`config.mk`:
```
export PLATFORM = sky130hd
export DESIGN_NAME = pam_demod
export DESIGN_NICKNAME = d
export VERILOG_FILES = /design/src/rtl/pam_demod.sv
export SDC_FILE = /design/constraint.sdc
export NUM_CORES = 1
export LEC_CHECK = 0
export ABC_AREA = 1
export CORE_ASPECT_RATIO = 1.2
export CORE_MARGIN = 8
export CORE_UTILIZATION = 55
export DETAILED_ROUTE_END_ITERATION = 8
export PLACE_DENSITY_LB_ADDON = 0.1
export SYNTH_ARGS = -nofsm -noshare
export SYNTH_HDL_FRONTEND = slang
export SYNTH_SLANG_ARGS = --single-unit
```
`constraint.sdc`:
```
create_clock -name clk -period 5.3 [get_ports clk]
set_clock_uncertainty 0.1 [all_clocks]
set_input_delay 0.53 -clock clk [delete_from_list [all_inputs] [get_ports clk]]
set_output_delay 0.53 -clock clk [all_outputs]
set_load 0.005 [all_outputs]
```
`src/rtl/pam_demod.sv`:
```
// pam_demod: integrate-and-dump 4-PAM demodulator.
// Integrates SAMPLES_PER_SYM valid samples per symbol, slices the sum into a
// 2-bit symbol and presents it through a one-entry valid/ready register.
// Ports:
//   clk, rst         clock, synchronous active-high reset
//   in_valid/in_data signed sample stream
//   in_sync          first sample of a symbol (qualified by in_valid)
//   sym_valid/ready  output handshake
//   sym_data         decided symbol: 00=-3, 01=-1, 10=+1, 11=+3
//   sym_acc          integrated sum that produced sym_data
//   overrun          sticky: a completed symbol was dropped
//   locked           high while accumulating
module pam_demod #(
  parameter int unsigned DATA_W          = 16,
  parameter int unsigned SAMPLES_PER_SYM = 16,
  parameter int unsigned ACC_W           = 24,
  parameter int unsigned THRESH          = 32768
) (
  input  logic              clk,
  input  logic              rst,
  input  logic              in_valid,
  input  logic [DATA_W-1:0] in_data,
  input  logic              in_sync,
  output logic              sym_valid,
  input  logic              sym_ready,
  output logic [1:0]        sym_data,
  output logic [ACC_W-1:0]  sym_acc,
  output logic              overrun,
  output logic              locked
);

  localparam int unsigned CNT_W = $clog2(SAMPLES_PER_SYM + 1);
  localparam logic [CNT_W-1:0] LAST_CNT = CNT_W'(SAMPLES_PER_SYM - 1);
  localparam logic signed [ACC_W-1:0] THR_POS = ACC_W'(THRESH);
  localparam logic signed [ACC_W-1:0] THR_NEG = -THR_POS;

  typedef enum logic {IDLE, ACCUM} state_t;

  state_t                   state_q, state_d;
  logic signed [ACC_W-1:0]  acc_q, acc_d;
  logic [CNT_W-1:0]         cnt_q, cnt_d;
  logic                     sym_valid_q, sym_valid_d;
  logic [1:0]               sym_data_q, sym_data_d;
  logic [ACC_W-1:0]         sym_acc_q, sym_acc_d;
  logic                     overrun_q, overrun_d;
  logic                     locked_q, locked_d;

  logic signed [ACC_W-1:0]  in_ext;
  logic signed [ACC_W-1:0]  sum;
  logic [1:0]               slice;
  logic                     complete;

  // Sign-extend the sample and form the running sum (wraps modulo 2^ACC_W)
  always_comb begin
    in_ext = {{(ACC_W - DATA_W){in_data[DATA_W-1]}}, in_data};
    sum    = acc_q + in_ext;
  end

  // Four-level slicer on the completed sum
  always_comb begin
    if (sum >= THR_POS)      slice = 2'b11;
    else if (!sum[ACC_W-1])  slice = 2'b10;
    else if (sum >= THR_NEG) slice = 2'b01;
    else                     slice = 2'b00;
  end

  // Next-state, accumulator and output register logic
  always_comb begin
    state_d     = state_q;
    acc_d       = acc_q;
    cnt_d       = cnt_q;
    sym_valid_d = sym_valid_q;
    sym_data_d  = sym_data_q;
    sym_acc_d   = sym_acc_q;
    overrun_d   = overrun_q;
    complete    = 1'b0;

    case (state_q)
      IDLE: begin
        if (in_valid && in_sync) begin
          acc_d   = in_ext;
          cnt_d   = CNT_W'(1);
          state_d = ACCUM;
        end
      end
      ACCUM: begin
        if (in_valid) begin
          if (in_sync) begin
            // Realign: discard any partial sum
            acc_d = in_ext;
            cnt_d = CNT_W'(1);
          end else if (cnt_q == LAST_CNT) begin
            complete = 1'b1;
            acc_d    = '0;
            cnt_d    = '0;
          end else begin
            acc_d = sum;
            cnt_d = cnt_q + CNT_W'(1);
          end
        end
      end
      default: state_d = IDLE;
    endcase

    // Held symbol is kept on collision; the new one is dropped
    if (complete) begin
      if (!sym_valid_q || sym_ready) begin
        sym_valid_d = 1'b1;
        sym_data_d  = slice;
        sym_acc_d   = sum;
      end else begin
        overrun_d = 1'b1;
      end
    end else if (sym_valid_q && sym_ready) begin
      sym_valid_d = 1'b0;
    end

    locked_d = (state_d == ACCUM);
  end

  always_ff @(posedge clk) begin
    if (rst) begin
      state_q     <= IDLE;
      acc_q       <= '0;
      cnt_q       <= '0;
      sym_valid_q <= 1'b0;
      sym_data_q  <= '0;
      sym_acc_q   <= '0;
      overrun_q   <= 1'b0;
      locked_q    <= 1'b0;
    end else begin
      state_q     <= state_d;
      acc_q       <= acc_d;
      cnt_q       <= cnt_d;
      sym_valid_q <= sym_valid_d;
      sym_data_q  <= sym_data_d;
      sym_acc_q   <= sym_acc_d;
      overrun_q   <= overrun_d;
      locked_q    <= locked_d;
    end
  end

  assign sym_valid = sym_valid_q;
  assign sym_data  = sym_data_q;
  assign sym_acc   = sym_acc_q;
  assign overrun   = overrun_q;
  assign locked    = locked_q;

endmodule

```
Word level (Yosys, flattened, before mapping)
Index checks and enable logic that the tools add are counted.
{"block": "totals", "regBits": 58, "inputBits": 21, "out_inout_bits": 29, "word_cells": 48}
{"block": "op_classes", "addsub": 2, "magnitude_cmp": 2, "n_eq_ne": 4, "n_mux": 22, "n_bitwise": 2, "n_reduce_logical": 9}
{"op": "two-way mux 24 bit", "count": 4}
{"op": "case mux 24 bit (2 select lines)", "count": 1}
{"op": "adder 24 x 16 -> 24 bit", "count": 1}
{"op": ">= comparator 24 x 16 -> 1 bit, second input constant", "count": 1}
{"op": ">= comparator 24 x 17 -> 1 bit, second input constant", "count": 1}
{"op": "two-way mux 5 bit", "count": 4}
{"op": "two-way mux 1 bit", "count": 10}
{"op": "case mux 5 bit (2 select lines)", "count": 1}
{"op": "AND reduction 2 bit", "count": 4}
{"op": "adder 5 x 1 -> 5 bit, second input constant", "count": 1}
{"op": "== test 5 x 4 -> 1 bit, second input constant", "count": 1}
{"op": "two-way mux 2 bit", "count": 2}
{"op": "!= test 2 bit, second input constant", "count": 2}
{"op": "logical AND 1 bit", "count": 2}
{"op": "!= test 2 x 1 -> 1 bit, second input constant", "count": 1}
{"op": "inverter 1 bit", "count": 2}
{"op": "nonzero test 2 bit", "count": 1}
{"op": "zero test 1 bit", "count": 1}
{"op": "logical OR 1 bit", "count": 1}

Depth between registers and ports, before layout
{"block": "depth", "word_depth": 7, "mapped_depth": 17, "mapped_depth_nobuf": 17}

Worst setup path before layout
Ideal clock, no wire load.
{"block": "synth_path", "path_kind": "input -> register", "start": "input port in_data[0]", "end": "register sym_data_q[0], in the netlist sym_data[0]", "setup_ns": 0.117, "arrival_time_ns": 2.171, "required_ns": 5.083, "path_slack_ns": 2.912, "stages": 16, "path_buffers": 0, "path_cell_list": "ha_1 fa_1 nand3_1 nand3_1 nand2_1 nand2_1 nand3_1 nand2_1 nand2_1 nand2_1 nor2_1 nand2_1 nor2_1 nor2_1 nor2_1 nor2_1"}
{"block": "synth_between", "elab_chain_cells": 5, "elab_cells_between_ends": 6, "classes_between": "add/sub: 1; order compare: 2; mux: 3"}
{"element": "from (decl)", "line": "22", "source": "input logic [DATA_W-1:0] in_data,"}
{"element": "adder 24 x 16 -> 24 bit *", "line": "56", "source": "sum = acc_q + in_ext;"}
{"element": ">= comparator 24 x 16 -> 1 bit", "line": "63", "source": "else if (sum >= THR_NEG) slice = 2'b01;"}
{"element": "two-way mux 1 bit", "line": "63"}
{"element": "two-way mux 2 bit", "line": "62", "source": "else if (!sum[ACC_W-1]) slice = 2'b10;"}
{"element": "two-way mux 2 bit *", "line": "61", "source": "if (sum >= THR_POS) slice = 2'b11;"}
{"element": "to (signal assigned)", "line": "136", "source": "sym_data_q <= sym_data_d;"}
{"element": "to (decl)", "line": "43", "source": "logic [1:0] sym_data_q, sym_data_d;"}
Every way passes the cells marked *; elsewhere a longest branch is shown, timed or not.
A chain may end at the register's enable or synchronous reset.

Final worst setup path
{"block": "layout_path", "start": "input port in_sync", "end": "register cnt_q[3]"}
{"block": "layout_between", "elab_chain_cells": 3, "elab_cells_between_ends": 6, "classes_between": "eq/ne: 1; mux: 3; reduce/logical: 2"}
{"element": "from (decl)", "line": "23", "source": "input logic in_sync,"}
{"element": "two-way mux 5 bit or logical AND 1 bit (tied branches)", "line": "88, 80"}
{"element": "two-way mux 5 bit or != test 2 bit (tied branches)"}
{"element": "case mux 5 bit (2 select lines) or AND reduction 2 bit (tied branches)"}
{"element": "to (signal assigned)", "line": "134", "source": "cnt_q <= cnt_d;"}
{"element": "to (decl)", "line": "41", "source": "logic [CNT_W-1:0] cnt_q, cnt_d;"}
Parallel ways exist; a longest one is shown, timed or not. The select of a mux whose other input is x is not followed.

==> reports/qor.yml <==
flow_run:
  maxCapViolCount: 0
hold_path:
  hold_start: "overrun"
  hp-class: "reg2reg"
  whs_path_depth: 2
  holdPathEnd: "overrun"
routing:
  vias_per_cell: 5.36
  post_drt_wl_per_cell_um: 14.9
  drt_iter0_markers: 303
  ant_nets: 0
  drc: 0
  wirelength_um: 11400
  first_pass_iters: 5
  num_vias: 4120
floorplanning:
  start_util_pct: 56.0
  io_pins: 50
  dieWidth_um: 94.1
  coreArea_mm2: 0.00719
  die_area_mm2: 0.0103
  core.rowCount: 34
  die_h_um: 110
placed_design:
  dpl.hpwl_um: 8760
  placedCellCount: 752
  io_buffers: 49
  gp_congestion: 0.918
yosys:
  ys.flop_type: "dfxtp_1"
  ys_seq_area_share_pct: 28.8
  async_flop_share_pct: 0
  synth_common_cells: "nand2_1, inv_1, dfxtp_1"
  synth_cells: 630
  yosys.area.top_type_share_pct: 28.8
  synth_edf_count: 0
  synth_seq_cells: 58
  yosysWarnings: 0
  syn_nets: 676
  synth_cell_types: 33
  yosys-top-cells-area: "dfxtp_1, nand2_1, inv_1"
  synth_area_mm2: 0.00403
  yosysTopAreaCell: "dfxtp_1"
  synth_most_common_cell: "nand2_1"
  avgSynthCellArea_um2: 6.39
finish:
  stdcell_count: 768
  diodes: 0
  layout.nets: 719
  layout-drive-gt1-share_pct: 7.52
  area_growth_pct: 18.0
worst_setup_path:
  r2r_start: "cnt_q[0]"
  rr_worst_depth: 10
  reg2reg_to: "sym_data[1]"
  worstSetupStartpoint: "in_sync"
  cp.required_ps: 5450
  critPathCaptureType: "register"
  critPathLaunchType: "input pin"
  cp_data_arrival_time_ps: 3120
  cp_max_fo: 25
  crit_type: "in2reg"
  rrSetupSlack_ps: 2600
timing:
  fin_crit_sh_pct: 56.0
  setup_violations: 0
  drv_slew: 0
  hold_viol_final: 0
  fmax_mhz: 337
  grt_setup_unrepaired: "false"
  slew_headroom_pct: 12.8
  finalCriticalPeriod_ps: 2970
  fin_tns_setup_ps: 0
  worst_slew_pin_slew_ps: 1310
pwr:
  powerDensity_mw_per_mm2: 259
  leakage_nw: 2.42
  vdd_drop_max_v: 0.000221
clock_network:
  cts_tree: "done"
  clock_latency_ps: 350
  clk_pin_slew_ps: 70
  post_cts.repair.setup_buffers: 0
  clock_sinks: 58
  root_buffer: "clkbuf_8"
  cts.path.max_buffers: 2
  cts-resized-gates: 0
  cts_made_buffers: 9
  cts.htree.levels: 3
  hold_buffers: 0
global_routing:
  grt_pass1_vias: 3863
  grt_max_degree: 46
  grtUsageTotal_pct: 23.1
  grt_overflow: 0
  antenna_found_initial: 0
  grt_pass1_wl_um: 18800
outcome:
  status: "complete, no violations"
==> power by group <==
group          switching [W]  internal [W]  leakage, nW
logic               0.000233      0.000114         1.84
clock network       0.000189      0.000228        0.103
registers          0.0000109      0.000454        0.473
total               0.000433      0.000796         2.42
==> metal layers <==
metal  up-vias  routed length (um)  GRT usage [%]
met3        24                 504           3.14
met5         -                   0              0
li1       2092                   -              -
met2       108                5850           40.7
met4         0                 328           11.6
met1      1896                4740           26.8
==> sequential cells by signal, summed over array words and instances (netlist names) <==
name and cells:
acc_q 24, cnt_q 5, locked 1, overrun 1, sym_acc 24, sym_data 2, sym_valid 1
==> layout make-up <==
type / count / area (um^2)
tap: 90 / 113
fill: 672 / 2440
clock inverter: 5 / 53.8
clock buffer: 11 / 141
inverter: 107 / 402
sequential: 58 / 1160
timing repair buffer: 49 / 490
multi-input combinational: 448 / 2390
==> worst max path at each step <==
stage,end,slack (ps),cells after the start
6_report,cnt_q[3],2330,6
5_1_grt,sym_data[0],2090,15
4_1_cts,cnt_q[3],2390,6
3_5_place_dp,cnt_q[3],2040,6
3_3_place_gp,cnt_q[3],2090,6
2_1_floorplan,sym_data[0],2910,16
==> logic make-up (layout without fill, tap and decap cells) <==
kind of cell | Yosys count | in the layout | synth area share, %
xor gates and xnor gates | 14 | 14 | 3.05
AOI/OAI and AO/OA | 119 | 119 | 16.9
and+or+nand+nor | 290 | 290 | 31.5
buffers and inverters | 124 | 172 | 11.8
DFF | 58 | 58 | 28.8
adders and majority gates | 25 | 25 | 7.96
==> worst max-delay path, cell delays in order <==
cell and delay (ps):
clkdlybuf4s50_1 460, nor2_1 130, clkinv_1 490, a21oi_2 1160
nor2_1 140, nor4_1 200
==> per-stage QoR <==
step           worst slack (ps)  util (%)  total power (W)  hold WS [ps]  cell area (um^2)
5_1_grt                    2090      66.1          0.00129           385              4750
3_3_place_gp               2090      63.4         0.000811           339              4560
3_5_place_dp               2040      63.4         0.000816           346              4560
6_report                   2330      66.1          0.00123           355              4750
4_1_cts                    2390      66.1          0.00123           357              4750
2_1_floorplan              2910         -         0.000714           347              4030
==> cell usage in the layout (no fill, tap or decap), types with 10 or more instances in the layout <==
cell | synthesis | routed
dfxtp_1 | 58 | 58
clkbuf_8 | 0 | 10
a31oi_1 | 20 | 20
clkdlybuf4s50_1 | 0 | 49
o21ai_0 | 44 | 44
nand2_2 | 14 | 14
o21a_1 | 12 | 12
nor2_1 | 31 | 31
a21oi_1 | 32 | 32
ha_1 | 24 | 24
nand2_1 | 194 | 194
inv_1 | 100 | 100
nand3_1 | 22 | 22
Note: power is estimated with default switching activity, not from simulation.
